`config.mk`:
```
export PLATFORM = sky130hd
export DESIGN_NAME = fp_writeback_buffer_flat
export DESIGN_NICKNAME = d
export VERILOG_FILES = /design/src/rtl/fp_writeback_buffer_if.sv /design/src/rtl/fp_writeback_buffer.sv /design/src/flat_wrapper.sv
export SDC_FILE = /design/constraint.sdc
export NUM_CORES = 1
export LEC_CHECK = 0
export ABC_CLOCK_PERIOD_IN_PS = 3880
export CAP_MARGIN = 0
export CORE_MARGIN = 2
export CORE_UTILIZATION = 50
export DETAILED_ROUTE_END_ITERATION = 8
export PLACE_DENSITY_LB_ADDON = 0.2
export SYNTH_ARGS = -nofsm -noshare
export SYNTH_HDL_FRONTEND = slang
export SYNTH_SLANG_ARGS = --single-unit
```
`constraint.sdc`:
```
create_clock -name clk -period 3.88 [get_ports clk]
set_clock_uncertainty 0.2 [all_clocks]
set_input_delay 0.582 -clock clk [delete_from_list [all_inputs] [get_ports clk]]
set_output_delay 0.582 -clock clk [all_outputs]
set_load 0.05 [all_outputs]
```
`src/rtl/fp_writeback_buffer_if.sv`:
```
// Bundle between the FPU result path, the register-file read ports and the
// writeback buffer.
//
// Handshake: an entry transfers on a rising clk edge where in_valid and
// in_ready are both 1. in_ready depends only on registered buffer state.
// in_valid while in_ready=0 is dropped. The write side has no ready: wen is
// the register-file write strobe, and the head entry retires on every edge
// where wen=1.
interface fp_writeback_buffer_if #(
  parameter int DEPTH = 4
);
  localparam int CW = $clog2(DEPTH) + 1;

  logic          in_valid;
  logic          in_ready;
  logic [4:0]    in_addr;
  logic [63:0]   in_data;
  logic [4:0]    raddr1;
  logic [4:0]    raddr2;
  logic [4:0]    raddr3;
  logic [4:0]    waddr;
  logic [63:0]   wdata;
  logic          wen;
  logic [31:0]   pending;
  logic          starve;
  logic [CW-1:0] count;

  // Buffer side
  modport slave (
    input  in_valid, in_addr, in_data, raddr1, raddr2, raddr3,
    output in_ready, waddr, wdata, wen, pending, starve, count
  );

  // FPU / register-file side
  modport master (
    output in_valid, in_addr, in_data, raddr1, raddr2, raddr3,
    input  in_ready, waddr, wdata, wen, pending, starve, count
  );
endinterface

```
`src/rtl/fp_writeback_buffer.sv`:
```
// FP register writeback buffer: a small circular FIFO of {addr,data} results.
// The head entry is written to the register file on any cycle in which its
// destination is not being read, so writes never collide with read ports.
// pending flags every register with an outstanding write for hazard logic.
module fp_writeback_buffer #(
  parameter int DEPTH     = 4,
  parameter int STALL_MAX = 15
) (
  input  logic                  clk,
  input  logic                  rst,
  fp_writeback_buffer_if.slave  bus
);
  localparam int PW = $clog2(DEPTH);
  localparam int CW = $clog2(DEPTH) + 1;
  localparam int SW = $clog2(STALL_MAX + 1);
  localparam logic [CW-1:0] DEPTH_C = CW'(DEPTH);
  localparam logic [SW-1:0] STALL_C = SW'(STALL_MAX);

  logic [4:0]       addr_q [DEPTH];
  logic [63:0]      data_q [DEPTH];
  logic [DEPTH-1:0] valid_q, valid_d;
  logic [PW-1:0]    wr_ptr_q, wr_ptr_d;
  logic [PW-1:0]    rd_ptr_q, rd_ptr_d;
  logic [CW-1:0]    count_q, count_d;
  logic [SW-1:0]    stall_q, stall_d;

  logic        not_empty;
  logic        conflict;
  logic        push;
  logic        pop;
  logic [4:0]  head_addr;
  logic [63:0] head_data;
  logic [31:0] pending_c;

  assign not_empty = (count_q != '0);
  // Head fields are forced to zero when empty so the bus never shows stale data.
  assign head_addr = not_empty ? addr_q[rd_ptr_q] : 5'd0;
  assign head_data = not_empty ? data_q[rd_ptr_q] : 64'd0;
  assign conflict  = (head_addr == bus.raddr1) || (head_addr == bus.raddr2) ||
                     (head_addr == bus.raddr3);
  assign pop       = not_empty && !conflict;
  assign push      = bus.in_valid && bus.in_ready;

  assign bus.in_ready = (count_q < DEPTH_C);
  assign bus.waddr    = head_addr;
  assign bus.wdata    = head_data;
  assign bus.wen      = pop;
  assign bus.pending  = pending_c;
  assign bus.starve   = (stall_q == STALL_C);
  assign bus.count    = count_q;

  // Payload storage; occupancy is tracked by valid_q so no reset is needed here.
  always_ff @(posedge clk) begin
    if (push) begin
      addr_q[wr_ptr_q] <= bus.in_addr;
      data_q[wr_ptr_q] <= bus.in_data;
    end
  end

  // Next-state for pointers, occupancy, count and head-blocked counter.
  always_comb begin
    valid_d  = valid_q;
    wr_ptr_d = wr_ptr_q;
    rd_ptr_d = rd_ptr_q;
    count_d  = count_q;
    stall_d  = stall_q;
    if (push) begin
      valid_d[wr_ptr_q] = 1'b1;
      wr_ptr_d          = wr_ptr_q + PW'(1);
    end
    if (pop) begin
      valid_d[rd_ptr_q] = 1'b0;
      rd_ptr_d          = rd_ptr_q + PW'(1);
    end
    case ({push, pop})
      2'b10:   count_d = count_q + CW'(1);
      2'b01:   count_d = count_q - CW'(1);
      default: count_d = count_q;
    endcase
    if (pop || !not_empty) begin
      stall_d = '0;
    end else if (conflict && (stall_q != STALL_C)) begin
      stall_d = stall_q + SW'(1);
    end
  end

  // State registers; reset drops every queued entry immediately.
  always_ff @(posedge clk or posedge rst) begin
    if (rst) begin
      valid_q  <= '0;
      wr_ptr_q <= '0;
      rd_ptr_q <= '0;
      count_q  <= '0;
      stall_q  <= '0;
    end else begin
      valid_q  <= valid_d;
      wr_ptr_q <= wr_ptr_d;
      rd_ptr_q <= rd_ptr_d;
      count_q  <= count_d;
      stall_q  <= stall_d;
    end
  end

  // Outstanding-write mask: one bit per register targeted by any live entry.
  always_comb begin
    pending_c = '0;
    for (int i = 0; i < DEPTH; i++) begin
      if (valid_q[i]) pending_c[addr_q[i]] = 1'b1;
    end
  end
endmodule

```
`src/flat_wrapper.sv`:
```
// flat-port wrapper written by rule: the top's interface ports become plain ports
module fp_writeback_buffer_flat 
#(
  parameter int DEPTH     = 4,
  parameter int STALL_MAX = 15
)
  (clk, rst, bus_in_valid, bus_in_addr, bus_in_data, bus_raddr1, bus_raddr2, bus_raddr3, bus_in_ready, bus_waddr, bus_wdata, bus_wen, bus_pending, bus_starve, bus_count);
  fp_writeback_buffer_if #(.DEPTH(DEPTH)) bus_i ();
  input  logic clk;
  input  logic rst;
  input wire logic [$bits(bus_i.in_valid)-1:0] bus_in_valid;
  input wire logic [$bits(bus_i.in_addr)-1:0] bus_in_addr;
  input wire logic [$bits(bus_i.in_data)-1:0] bus_in_data;
  input wire logic [$bits(bus_i.raddr1)-1:0] bus_raddr1;
  input wire logic [$bits(bus_i.raddr2)-1:0] bus_raddr2;
  input wire logic [$bits(bus_i.raddr3)-1:0] bus_raddr3;
  output wire logic [$bits(bus_i.in_ready)-1:0] bus_in_ready;
  output wire logic [$bits(bus_i.waddr)-1:0] bus_waddr;
  output wire logic [$bits(bus_i.wdata)-1:0] bus_wdata;
  output wire logic [$bits(bus_i.wen)-1:0] bus_wen;
  output wire logic [$bits(bus_i.pending)-1:0] bus_pending;
  output wire logic [$bits(bus_i.starve)-1:0] bus_starve;
  output wire logic [$bits(bus_i.count)-1:0] bus_count;
  assign bus_i.in_valid = bus_in_valid;
  assign bus_i.in_addr = bus_in_addr;
  assign bus_i.in_data = bus_in_data;
  assign bus_i.raddr1 = bus_raddr1;
  assign bus_i.raddr2 = bus_raddr2;
  assign bus_i.raddr3 = bus_raddr3;
  assign bus_in_ready = bus_i.in_ready;
  assign bus_waddr = bus_i.waddr;
  assign bus_wdata = bus_i.wdata;
  assign bus_wen = bus_i.wen;
  assign bus_pending = bus_i.pending;
  assign bus_starve = bus_i.starve;
  assign bus_count = bus_i.count;
  fp_writeback_buffer #(.DEPTH(DEPTH), .STALL_MAX(STALL_MAX)) u_core (.clk(clk), .rst(rst), .bus(bus_i));
endmodule
```
==> impl_metrics.tcl <==
set metrics [dict create \
    first_global_vias 7656 \
    fin_crit_ns 3.76 \
    grt_pass1_wl_um 43000 \
    hold_buffers 0 \
    cts_tree "built" \
    clk_pin_slew_ns 0.06 \
    synthCells 730 \
    path_class "register to output port" \
    slew_headroom_pct 45.1 \
    cts_sinks 291 \
    status "complete, no violations" \
    viasPerCell 5.84 \
    wl_per_cell_um 21.8 \
    final_nets 1039 \
    die_h_um 162 \
    route.antenna.remaining_nets 0 \
    total_power_w 0.0133 \
    post_synth_num_cell_types 46 \
    io_pins 194 \
    dieArea_um2 26400 \
    grt_max_degree 69 \
    critPathSlowestCell "mux4_2" \
    first_pass_iters 6 \
    die_w_um 162 \
    synth_edf_count 276 \
    syn_area_per_cell_um2 17.2 \
    async_flop_share_pct 5.15 \
    crit_chain "mux4_2 -> or4b_1 -> o311ai_1 -> nand3_1 -> and4_1 -> buf_4 -> buf_12" \
    irDropWorstVdd_mv 0.578 \
    yosysTopAreaCellShare_pct 66.0 \
    rows 57 \
    fin_crit_sh_pct 96.9 \
    multiInputGateArea_um2 3660 \
    area_growth_pct 28.0 \
    core_um2 24500 \
    worstPathMaxFanout 7 \
    maxSlewViolCount 0 \
    drt-total-wl_um 28000 \
    htree_levels 1 \
    hpwl_um 17700 \
    max-cap-violations 0 \
    yosysSeqAreaShare_pct 69.0 \
    slowest_delay_ns 0.60 \
    design_area_um2 16100 \
    cts-root-buf "clkbuf_16" \
    regArea_um2 8670 \
    drive_above_1_share_pct 17.4 \
    yosysTopAreaCell "edfxtp_1" \
    critPathCaptureType "output port" \
    hold_class "input port to async pin" \
    port_buffers 193 \
    synth_most_common_cell "edfxtp_1" \
    max_freq_mhz 266 \
    syn_area_um2 12500 \
    hold_violations 0 \
    tns_ns 0 \
    path_delay_family "simple AND/OR/NAND/NOR gates" \
    drt_iter0_markers 674 \
    gp_congestion 0.976 \
    powerDensity_nw_per_um2 831 \
    ys.flop_type "edfxtp_1" \
    drc 0 \
    clock_path_buffers 3 \
    synth-seq-cells 291 \
    dpl-instance-area_um2 15000 \
    setup_viol 0 \
    rsz0062_at_grt "no" \
    synth_fp_nets 828 \
    initial_core_util_pct 51.3 \
    start_kind "register" \
    worstMarginPinSlew_ns 0.821 \
    cts_buffers 29 \
    critPathBufInv 2 \
    ys.warnings.count 0 \
    synth_area_leaders "edfxtp_1 (66%), mux4_2 (12%), and2_1 (3.5%)" \
    p_leak_nw 5.30 \
    n_fill_cell 1692 \
    insertion_delay_ns 0.53 \
    crit_required_ns 3.10 \
    worst_ep_arrival_time_ns 2.98 \
    grtUsageTotal_pct 21.2 \
    overflow 0 \
    antenna_found_initial 1 \
    route.vias.total 7521 \
    synthTopCellsByCount "edfxtp_1 (276), and2_1 (71), mux4_2 (69)" \
]
[final timing paths]
kind	from	endpoint	slack (ns)	cells past startpoint
max reg2reg	u_core.addr_q[3][3]	u_core.bus.count[2]	0.56	12
min reg2reg	u_core.bus.count[0]	u_core.bus.count[0]	0.34	1
min in group clk	u_core.bus.count[0]	u_core.bus.count[0]	0.34	1
min	rst	u_core.stall_q[2]	0.23	2
max	u_core.rd_ptr_q[0]	bus_wen	0.12	7
max in group asynchronous	rst	u_core.rd_ptr_q[0]	2.80	2
[through the flow]
stage,util (%),instances,hold slack [ns],worst slack [ns]
3_5_place_dp,61.3,1230,0.330,0.440
4_1_cts,65.5,1283,0.228,0.0769
3_3_place_gp,61.3,1230,0.322,0.527
5_1_grt,65.7,1287,0.264,0.00971
2_1_floorplan,-,730,0.283,0.236
6_report,65.7,1287,0.225,0.119
[what timing repair did]
| item | in CTS | in global routing |
|---|---|---|
| cloned | 1 | 0 |
| resized for setup | 2 | 0 |
| pin swaps | 0 | 1 |
| setup endpoints to repair | 14 | 1 |
| setup buffers | 0 | 3 |
[flip-flops by register name, indices dropped and copies added, names as in the netlist]
signal / count
u_core.data_q: 256
u_core.bus.count: 3
u_core.addr_q: 20
u_core.wr_ptr_q: 2
u_core.stall_q: 4
u_core.rd_ptr_q: 2
u_core.valid_q: 4
[worst register-to-register path, stage by stage, from the launching register on]
cell	delay, ns
edfxtp_1	0.54
mux4_2	0.63
and2_0	0.26
a32oi_1	0.19
o31ai_1	0.10
nand3_1	0.10
and4_1	0.21
ha_1	0.18
inv_1	0.06
fa_1	0.37
xor2_1	0.15
nor2_1	0.12
xnor2_1	0.14
[layer usage]
| layer | track usage, % | share of wire, % | up-vias |
|---|---|---|---|
| met4 | 6.84 | 3.1 | 0 |
| li1 | - | - | 3347 |
| met1 | 29.0 | 41 | 3739 |
| met2 | 35.0 | 48 | 365 |
| met3 | 4.02 | 7.7 | 70 |
| met5 | 0 | 0 | - |
[cell type report]
class	count	share of cell area [%]
repair buffers	222	14.2
flip-flops and latches	291	54.0
clock buffers	35	4.66
clock inverters	17	1.44
inverters	17	0.397
well taps	324	2.52
diodes	1	0.0156
multi-input cells	380	22.8
[layout by cell type (no fill, tap or decap), drive strengths merged, types with 2 or more instances in the layout]
master,netlist,layout
edfxtp,276,276
clkdlybuf4s50,0,192
and2,72,72
mux4,69,69
clkbuf,32,35
nor2,30,30
buf,10,29
nand2,19,19
inv,17,19
nand3,16,16
dfrtp,15,15
o22ai,14,14
a221o,14,14
o221ai,14,14
xnor2,13,13
a21oi,12,12
nor3b,11,11
ha,10,10
clkinv,0,9
a22oi,8,8
and3,8,8
or2,8,8
nor3,7,7
nand3b,7,7
or3b,7,7
o21ai,5,5
a2bb2oi,5,5
bufinv,0,5
or3,5,5
o211ai,4,4
mux2,3,3
o31ai,2,2
xor2,2,2
o311ai,2,2
nor2b,2,2
and3b,2,2
[power by group]
group	switching (W)	internal [W]	total [W]
Sequential	0.000196	0.00395	0.00415
Clock	0.00112	0.00171	0.00283
Combinational	0.00387	0.00250	0.00637
[cell families after synthesis]
logic type	Yosys count	share of synthesized area (%)
flip-flops	291	69.0
AND/OR/NAND/NOR	197	9.02
AO/OA/AOI/OAI	84	5.08
multiplexers	73	12.8
buffers and inverters	59	1.89
XOR/XNOR	15	1.05
adder cells (fa/ha/maj)	11	1.16
No activity file was read; power rests on OpenSTA's default activity.
